<file path="src/rtl/axis_adc_boxcar_decimator.sv">
`default_nettype none
// ============================================================================
//  Module   : axis_adc_boxcar_decimator
//  Purpose  : Boxcar (integrate-and-dump) decimator for a two-channel ADC
//             AXI-Stream. N consecutive accepted input beats are summed per
//             channel and one 64-bit result beat is emitted per block. The
//             input is never back-pressured; if the single-entry output
//             register is still occupied and stalled when a block completes,
//             the new sum is dropped and a sticky overrun flag is raised.
//  Ports    : aclk           - clock, all logic on the rising edge
//             aresetn        - asynchronous active-low reset
//             cfg_data       - decimation ratio N (unsigned, 0 = idle)
//             s_axis_tready  - input ready (registered, 1 after reset)
//             s_axis_tvalid  - input valid
//             s_axis_tdata   - {B, A} signed samples, AXIS_TDATA_WIDTH/2 each
//             m_axis_tready  - output ready
//             m_axis_tvalid  - output valid
//             m_axis_tdata   - {sumB[31:0], sumA[31:0]} two's complement
//             sts_overrun    - sticky, a completed sum was dropped
//  Revision : 1.0 - initial release
// ============================================================================
module axis_adc_boxcar_decimator #(
  parameter int AXIS_TDATA_WIDTH = 32,
  // AXIS_TDATA_WIDTH/2 + CNTR_WIDTH must not exceed 32 so that the 32-bit
  // accumulators can never overflow for the largest N.
  parameter int CNTR_WIDTH       = 8
) (
  input  logic                        aclk,
  input  logic                        aresetn,
  input  logic [CNTR_WIDTH-1:0]       cfg_data,
  output logic                        s_axis_tready,
  input  logic                        s_axis_tvalid,
  input  logic [AXIS_TDATA_WIDTH-1:0] s_axis_tdata,
  input  logic                        m_axis_tready,
  output logic                        m_axis_tvalid,
  output logic [63:0]                 m_axis_tdata,
  output logic                        sts_overrun
);

  localparam int c_HALF_W = AXIS_TDATA_WIDTH / 2;
  localparam int c_ACC_W  = 32;
  localparam int c_EXT_W  = c_ACC_W - c_HALF_W;

  localparam logic [CNTR_WIDTH-1:0] c_CNT_ONE  = {{(CNTR_WIDTH-1){1'b0}}, 1'b1};
  localparam logic [CNTR_WIDTH-1:0] c_CNT_ZERO = '0;

  // --------------------------------------------------------------------------
  // Registers
  // --------------------------------------------------------------------------
  logic                  r_s_tready;
  logic [CNTR_WIDTH-1:0] r_cfg;
  logic [CNTR_WIDTH-1:0] r_cnt;
  logic [c_ACC_W-1:0]    r_acc_a;
  logic [c_ACC_W-1:0]    r_acc_b;
  logic                  r_m_tvalid;
  logic [63:0]           r_m_tdata;
  logic                  r_overrun;

  // --------------------------------------------------------------------------
  // Combinational datapath
  // --------------------------------------------------------------------------
  logic               w_beat;
  logic               w_cfg_change;
  logic               w_idle;
  logic               w_last;
  logic               w_complete;
  logic               w_xfer;
  logic               w_can_load;
  logic [c_ACC_W-1:0] w_sample_a;
  logic [c_ACC_W-1:0] w_sample_b;
  logic [c_ACC_W-1:0] w_sum_a;
  logic [c_ACC_W-1:0] w_sum_b;

  assign w_beat       = s_axis_tvalid & r_s_tready;
  assign w_cfg_change = (cfg_data != r_cfg);
  // When no change is detected cfg_data equals r_cfg, so r_cfg is the
  // effective ratio for every cycle that can accumulate.
  assign w_idle       = (r_cfg == c_CNT_ZERO);
  assign w_last       = (r_cnt == (r_cfg - c_CNT_ONE));

  // Sign extension of each channel to the accumulator width; plain unsigned
  // addition then gives correct two's complement sums.
  assign w_sample_a = {{c_EXT_W{s_axis_tdata[c_HALF_W-1]}},
                       s_axis_tdata[c_HALF_W-1:0]};
  assign w_sample_b = {{c_EXT_W{s_axis_tdata[AXIS_TDATA_WIDTH-1]}},
                       s_axis_tdata[AXIS_TDATA_WIDTH-1:c_HALF_W]};

  assign w_sum_a = r_acc_a + w_sample_a;
  assign w_sum_b = r_acc_b + w_sample_b;

  // A block completes only on a real accepted beat in a stable, non-idle
  // configuration; a beat landing in a change cycle is discarded.
  assign w_complete = w_beat & ~w_cfg_change & ~w_idle & w_last;

  assign w_xfer     = r_m_tvalid & m_axis_tready;
  // The output slot can take a new result if it is empty or being drained
  // in the same cycle (no bubble on back-to-back results).
  assign w_can_load = ~r_m_tvalid | m_axis_tready;

  // --------------------------------------------------------------------------
  // Input ready: low in reset, high from the first edge after release
  // --------------------------------------------------------------------------
  always_ff @(posedge aclk or negedge aresetn) begin
    if (!aresetn) begin
      r_s_tready <= 1'b0;
    end else begin
      r_s_tready <= 1'b1;
    end
  end

  // --------------------------------------------------------------------------
  // Configuration tracking, block counter and accumulators
  // --------------------------------------------------------------------------
  always_ff @(posedge aclk or negedge aresetn) begin
    if (!aresetn) begin
      r_cfg   <= c_CNT_ZERO;
      r_cnt   <= c_CNT_ZERO;
      r_acc_a <= '0;
      r_acc_b <= '0;
    end else begin
      r_cfg <= cfg_data;
      if (w_cfg_change || w_idle) begin
        // Restart from an empty block; accumulation resumes next cycle.
        r_cnt   <= c_CNT_ZERO;
        r_acc_a <= '0;
        r_acc_b <= '0;
      end else if (w_beat) begin
        if (w_last) begin
          r_cnt   <= c_CNT_ZERO;
          r_acc_a <= '0;
          r_acc_b <= '0;
        end else begin
          r_cnt   <= r_cnt + c_CNT_ONE;
          r_acc_a <= w_sum_a;
          r_acc_b <= w_sum_b;
        end
      end
    end
  end

  // --------------------------------------------------------------------------
  // Single-entry output register and sticky overrun flag
  // --------------------------------------------------------------------------
  always_ff @(posedge aclk or negedge aresetn) begin
    if (!aresetn) begin
      r_m_tvalid <= 1'b0;
      r_m_tdata  <= '0;
      r_overrun  <= 1'b0;
    end else begin
      if (w_complete) begin
        if (w_can_load) begin
          r_m_tdata  <= {w_sum_b, w_sum_a};
          r_m_tvalid <= 1'b1;
        end else begin
          // Held beat is still stalled: keep it untouched, drop the new sum.
          r_overrun <= 1'b1;
        end
      end else if (w_xfer) begin
        r_m_tvalid <= 1'b0;
      end
    end
  end

  assign s_axis_tready = r_s_tready;
  assign m_axis_tvalid = r_m_tvalid;
  assign m_axis_tdata  = r_m_tdata;
  assign sts_overrun   = r_overrun;

endmodule
`default_nettype wire

</file>
<file path="config.mk">
export PLATFORM = sky130hd
export DESIGN_NAME = axis_adc_boxcar_decimator
export DESIGN_NICKNAME = d
export VERILOG_FILES = /design/src/rtl/axis_adc_boxcar_decimator.sv
export SDC_FILE = /design/constraint.sdc
export NUM_CORES = 1
export LEC_CHECK = 0
export CORE_ASPECT_RATIO = 1.75
export CORE_MARGIN = 5
export CORE_UTILIZATION = 35
export CTS_CLUSTER_SIZE = 20
export DETAILED_ROUTE_END_ITERATION = 8
export GPL_ROUTABILITY_DRIVEN = 1
export GPL_TIMING_DRIVEN = 0
export HOLD_SLACK_MARGIN = 0.05
export SLEW_MARGIN = 20
export SYNTH_ARGS = -nofsm -noshare
export SYNTH_HDL_FRONTEND = slang
export SYNTH_SLANG_ARGS = --single-unit
</file>
<file path="constraint.sdc">
create_clock -name aclk -period 6 [get_ports aclk]
set_input_delay 0.6 -clock aclk [delete_from_list [all_inputs] [get_ports aclk]]
set_output_delay 0.6 -clock aclk [all_outputs]
set_load 0.05 [all_outputs]
</file>
==> results summary <==
The critical path in this run is classified as in -> reg. The synthesized design spends more area on one cell type than any other, namely dfrtp_1. The die outline height came out at 221 µm. The total global-route track usage came out at roughly 18%. The placeable core region came out at 0.0251 mm². The start of the worst register-to-register path is r_acc_a[0]$_DFFE_PN0P_.

The area taken by multi-input logic gates is 0.00494 mm². The number of register bits inferred by synthesis came out at roughly 150. The depth of the critical timing path with buffers and inverters included is 12. The critical path goes through clkdlybuf4s50_1 > ha_1 > clkbuf_1 > nand2_1 > nor2_1 > nand3_1 > a211oi_1 > o41ai_1 > a31o_2 > o211ai_1 > xor2_1 > mux2_2. The prevailing post-synth register cell is dfrtp_1. The flow ran to the end, and the final reports show no timing, DRC or antenna violations. The count of filler cells inserted in the layout is 2426. The number of max-capacitance violations reported is 0. The number of global-route vias before repair came to 7833. The number of nets in the synthesized netlist is 1063.

The clock latency on the worst-skew pair is 0.44 ns. Setup violations remaining at the end of the flow were counted as 0. The post-layout instance area came out at between 0.01 and 0.015 mm². The die boundary width came out at ~130 µm. The post-CTS setup-driven buffer insertion count is 0. Once the floorplan was initialized, standard cells occupied 35.3% of the core. The largest net degree at the start of global routing is 89. The number of I/O pins came out at between 100 and 150. The nature of the critical path startpoint is a primary input.

The mean instance size in the synthesized netlist is 9.32 µm². The netlist area before placement is 0.00887 mm². The wire length after detailed routing is 25100 µm.

The number of cells produced by synthesis is 952. Prior to clock tree synthesis, the placed netlist has a worst setup slack of 1.51 ns. The final hold violation count came out at 0. Clock skew on the completed layout was measured at 0.00837 ns. The proportion of synthesized chip area in sequential cells came out at 41.5%. The internal reg-to-reg setup slack is 2.73 ns. The synthesized design contains 0 enable-type register cells. The vias per cell came out at approximately 5.3. The die covers 0.0288 mm². The count of buffers inserted at the top-level ports came out at 110. The placement row count is 77.

The final worst-path cycle share came out at around two thirds. For the worst setup path, the data arrival time is 4.41 ns. The terminus of the critical flop-to-flop path is m_axis_tdata[28]$_DFFE_PN0P_. After clock tree synthesis, the flow added hold-fix buffers numbering 0. The worst setup path startpoint is s_axis_tdata[15]. The clock transition time at the flip-flop clock pins of the worst setup and hold paths is about 0.070 ns. Detailed routing inserted a total of 7494 vias. Post-CTS repair changed the size of 0 cells. The setup TNS is 0 ns.

The max-slew violation count is 0. The power density over the cells came out at 200 mW/mm². The clock tree synthesis step divided the H-tree into 4 levels.

The detailed placement HPWL is 19100 µm. The fraction of layout cells with a size suffix above 1 came out at 6.67%. In this run the worst hold path is classified as in -> async. The routability-driven placement congestion ratio is between 0.8 and 0.9.

After detailed routing, no signal wire sits above met4. The peak fanout along the critical path came out at 19. In the final routed layout, each cell accounts on average for 17.8 µm. The number of antenna violations at the first check in global routing is 0. The data required time of the worst path came out at 6.33 ns. For this run, the top clock speed supported by timing is 0.245 GHz. The share of synthesized flip-flops with an asynchronous set or reset is 100%. The largest delay contributor family on the critical path is buffers and inverters. For this design the static power due to leakage is approximately 0.0049 µW. TritonCTS built the clock tree.

The clock net in this run drives a total of around 150 sinks. The layout-stage area growth over the synthesis result came out at 23.4%. The largest stage delay on the critical path came out at 0.85 ns. The count of different cell masters after synthesis is 63. Yosys attributes the largest share of cell area to dfrtp_1 (41%), ha_1 (9.2%), o21ai_0 (6.5%). The worst vdd rail ir drop came out at 0.172 mV. The met1 wire length came out at 9450 µm. The remaining antenna violation count is 0. In the routed design, unresolved DRC markers number 0. The Yosys step of the flow raised 0 warnings. The worst max-slew margin expressed relative to the limit is roughly 45%.

The total area of sequential cells is ~0.0037 mm². In the final design database the tool counted 1193 nets. The count of routing violations after the opening detailed-route iteration is 267. The first global-routing pass estimated 40400 µm of wire. The global-route congestion overflow total came out at 0. The routed wire length on met2 is approximately 14000 µm. The placed standard-cell area came out at 0.0104 mm². For the worst flop-to-flop path, the logic depth is 11. The cell sitting at the root of the clock tree is a clkbuf_16.

The combined buffer and inverter count along the critical path came out at 2. The count of antenna diodes in the layout is 0. Detailed routing placed a total of 839 µm of wire on met3. The fraction of post-synthesis cell area in the top cell type by area is between 40 and 50%. In this run the worst setup path terminates at m_axis_tdata[28]$_DFFE_PN0P_.

Setup repair after global routing left no endpoint under its margin. In the post-route analysis, the smallest setup slack over all paths is about 1.9 ns. The number of iterations in the first detailed-routing pass is 5.

The transition time at the pin with the least slew margin is 0.827 ns. The slowest stage of the critical path belongs to the cell clkdlybuf4s50_1. STA classifies the critical path endpoint as a flop.

The number of clock buffers added by TritonCTS is 17. The shortest clock period the worst path allows after layout came out at 4.08 ns. On the final layout, the worst hold slack is 0.0879 ns.

The clock passes through at most 2 buffers. The overall power after layout came out at between 2000 and 2500 µW.
[worst min path at each step]
stage	endpoint	startpoint	slack, ns
after floorplan	m_axis_tdata[0]$_DFFE_PN0P_	aresetn	0.30
after global placement	m_axis_tdata[14]$_DFFE_PN0P_	m_axis_tdata[14]$_DFFE_PN0P_	0.46
after detailed placement	m_axis_tdata[14]$_DFFE_PN0P_	m_axis_tdata[14]$_DFFE_PN0P_	0.47
after CTS	m_axis_tdata[39]$_DFFE_PN0P_	aresetn	0.1
after global routing	m_axis_tdata[38]$_DFFE_PN0P_	aresetn	0.12
final	m_axis_tdata[38]$_DFFE_PN0P_	aresetn	0.09
[stage by stage]
| step | utilization, % | std cells |
|---|---|---|
| floorplan | - | 952 |
| global placement | 41.2 | 1378 |
| detailed placement | 41.4 | 1379 |
| CTS | 43.6 | 1411 |
| global route | 43.6 | 1411 |
| finish | 43.6 | 1411 |
[Yosys cell counts, types with 4 or more instances]
master / instances
a22o_1: 23
nand2_1: 137
a21o_1: 19
o211ai_1: 5
o21a_1: 9
a31oi_1: 12
o21ai_1: 7
a21oi_1: 65
nand4_1: 12
ha_1: 65
nor2_1: 32
o21ai_0: 116
nand3_1: 22
buf_2: 4
nand2b_1: 12
inv_1: 16
and4_1: 5
a211oi_1: 6
o21bai_1: 11
xnor2_1: 52
dfrtp_1: 147
clkbuf_1: 36
mux2_2: 22
nor2b_1: 6
nor3_1: 12
xor2_1: 29
and3_1: 8
[power breakdown]
| group | internal (µW) | total [µW] | switching, µW |
|---|---|---|---|
| clock | 537 | 1010 | 476 |
| combinational | 73.4 | 178 | 104 |
| sequential | 995 | 999 | 4.73 |
[cells by family after synthesis]
kind of cell,share of synthesized area (%)
mux,2.90
compound gates,21.5
fa+ha+maj,9.62
other cells,0.0423
xor+xnor,7.99
buf+inv,2.82
simple gates,13.7
flops,41.5
[worst register-to-register path: cells and delay by family (launching register included)]
| family | cells | cell delay (ns) |
|---|---|---|
| compound gates | 7 | 1.71 |
| fa+ha+maj | 2 | 0.62 |
| flops | 1 | 0.39 |
| mux | 1 | 0.27 |
| xor+xnor | 1 | 0.17 |
[placed cells by master, fill, tap and decap left out, types with 7 or more instances in the layout]
cell type        Yosys  routed
a21o_1              19      19
clkbuf_1            36      36
xor2_1              29      29
nand4_1             12      12
a31oi_1             12      12
nor3_1              12      12
dfrtp_1            147     147
nand3_1             22      22
o21bai_1            11      11
xnor2_1             52      52
and3_1               8       8
inv_1               16      16
o21ai_0            116     116
mux2_2              22      22
nand2_1            137     137
o21a_1               9       9
o21ai_1              7       7
a21oi_1             65      65
clkbuf_16            0      17
nand2b_1            12      12
ha_1                65      65
clkdlybuf4s50_1      0     109
nor2_1              32      32
a22o_1              23      23
[final cells by class]
cell class,count,share of cell area [%]
plain buffers,45,1.74
clock buffers,17,3.88
clock inverters,15,1.13
inverters,16,0.548
multi-input cells,744,45.2
flip-flops and latches,147,33.6
well taps,316,3.61
repair buffers,111,10.4
[sequential cells by signal, indices dropped and copies added, names as in the netlist]
| name | flops |
|---|---|
| m_axis_tvalid | 1 |
| r_acc_b | 32 |
| r_acc_a | 32 |
| s_axis_tready | 1 |
| r_cnt | 8 |
| m_axis_tdata | 64 |
| r_cfg | 8 |
| sts_overrun | 1 |
[per-layer routing]
layer | track usage, % | vias up
met1 | 18.9 | 3619
met4 | 7.41 | 0
met2 | 34.5 | 143
met5 | 0 | -
li1 | - | 3686
met3 | 3.55 | 46
Note: power is estimated with default switching activity, not from simulation.
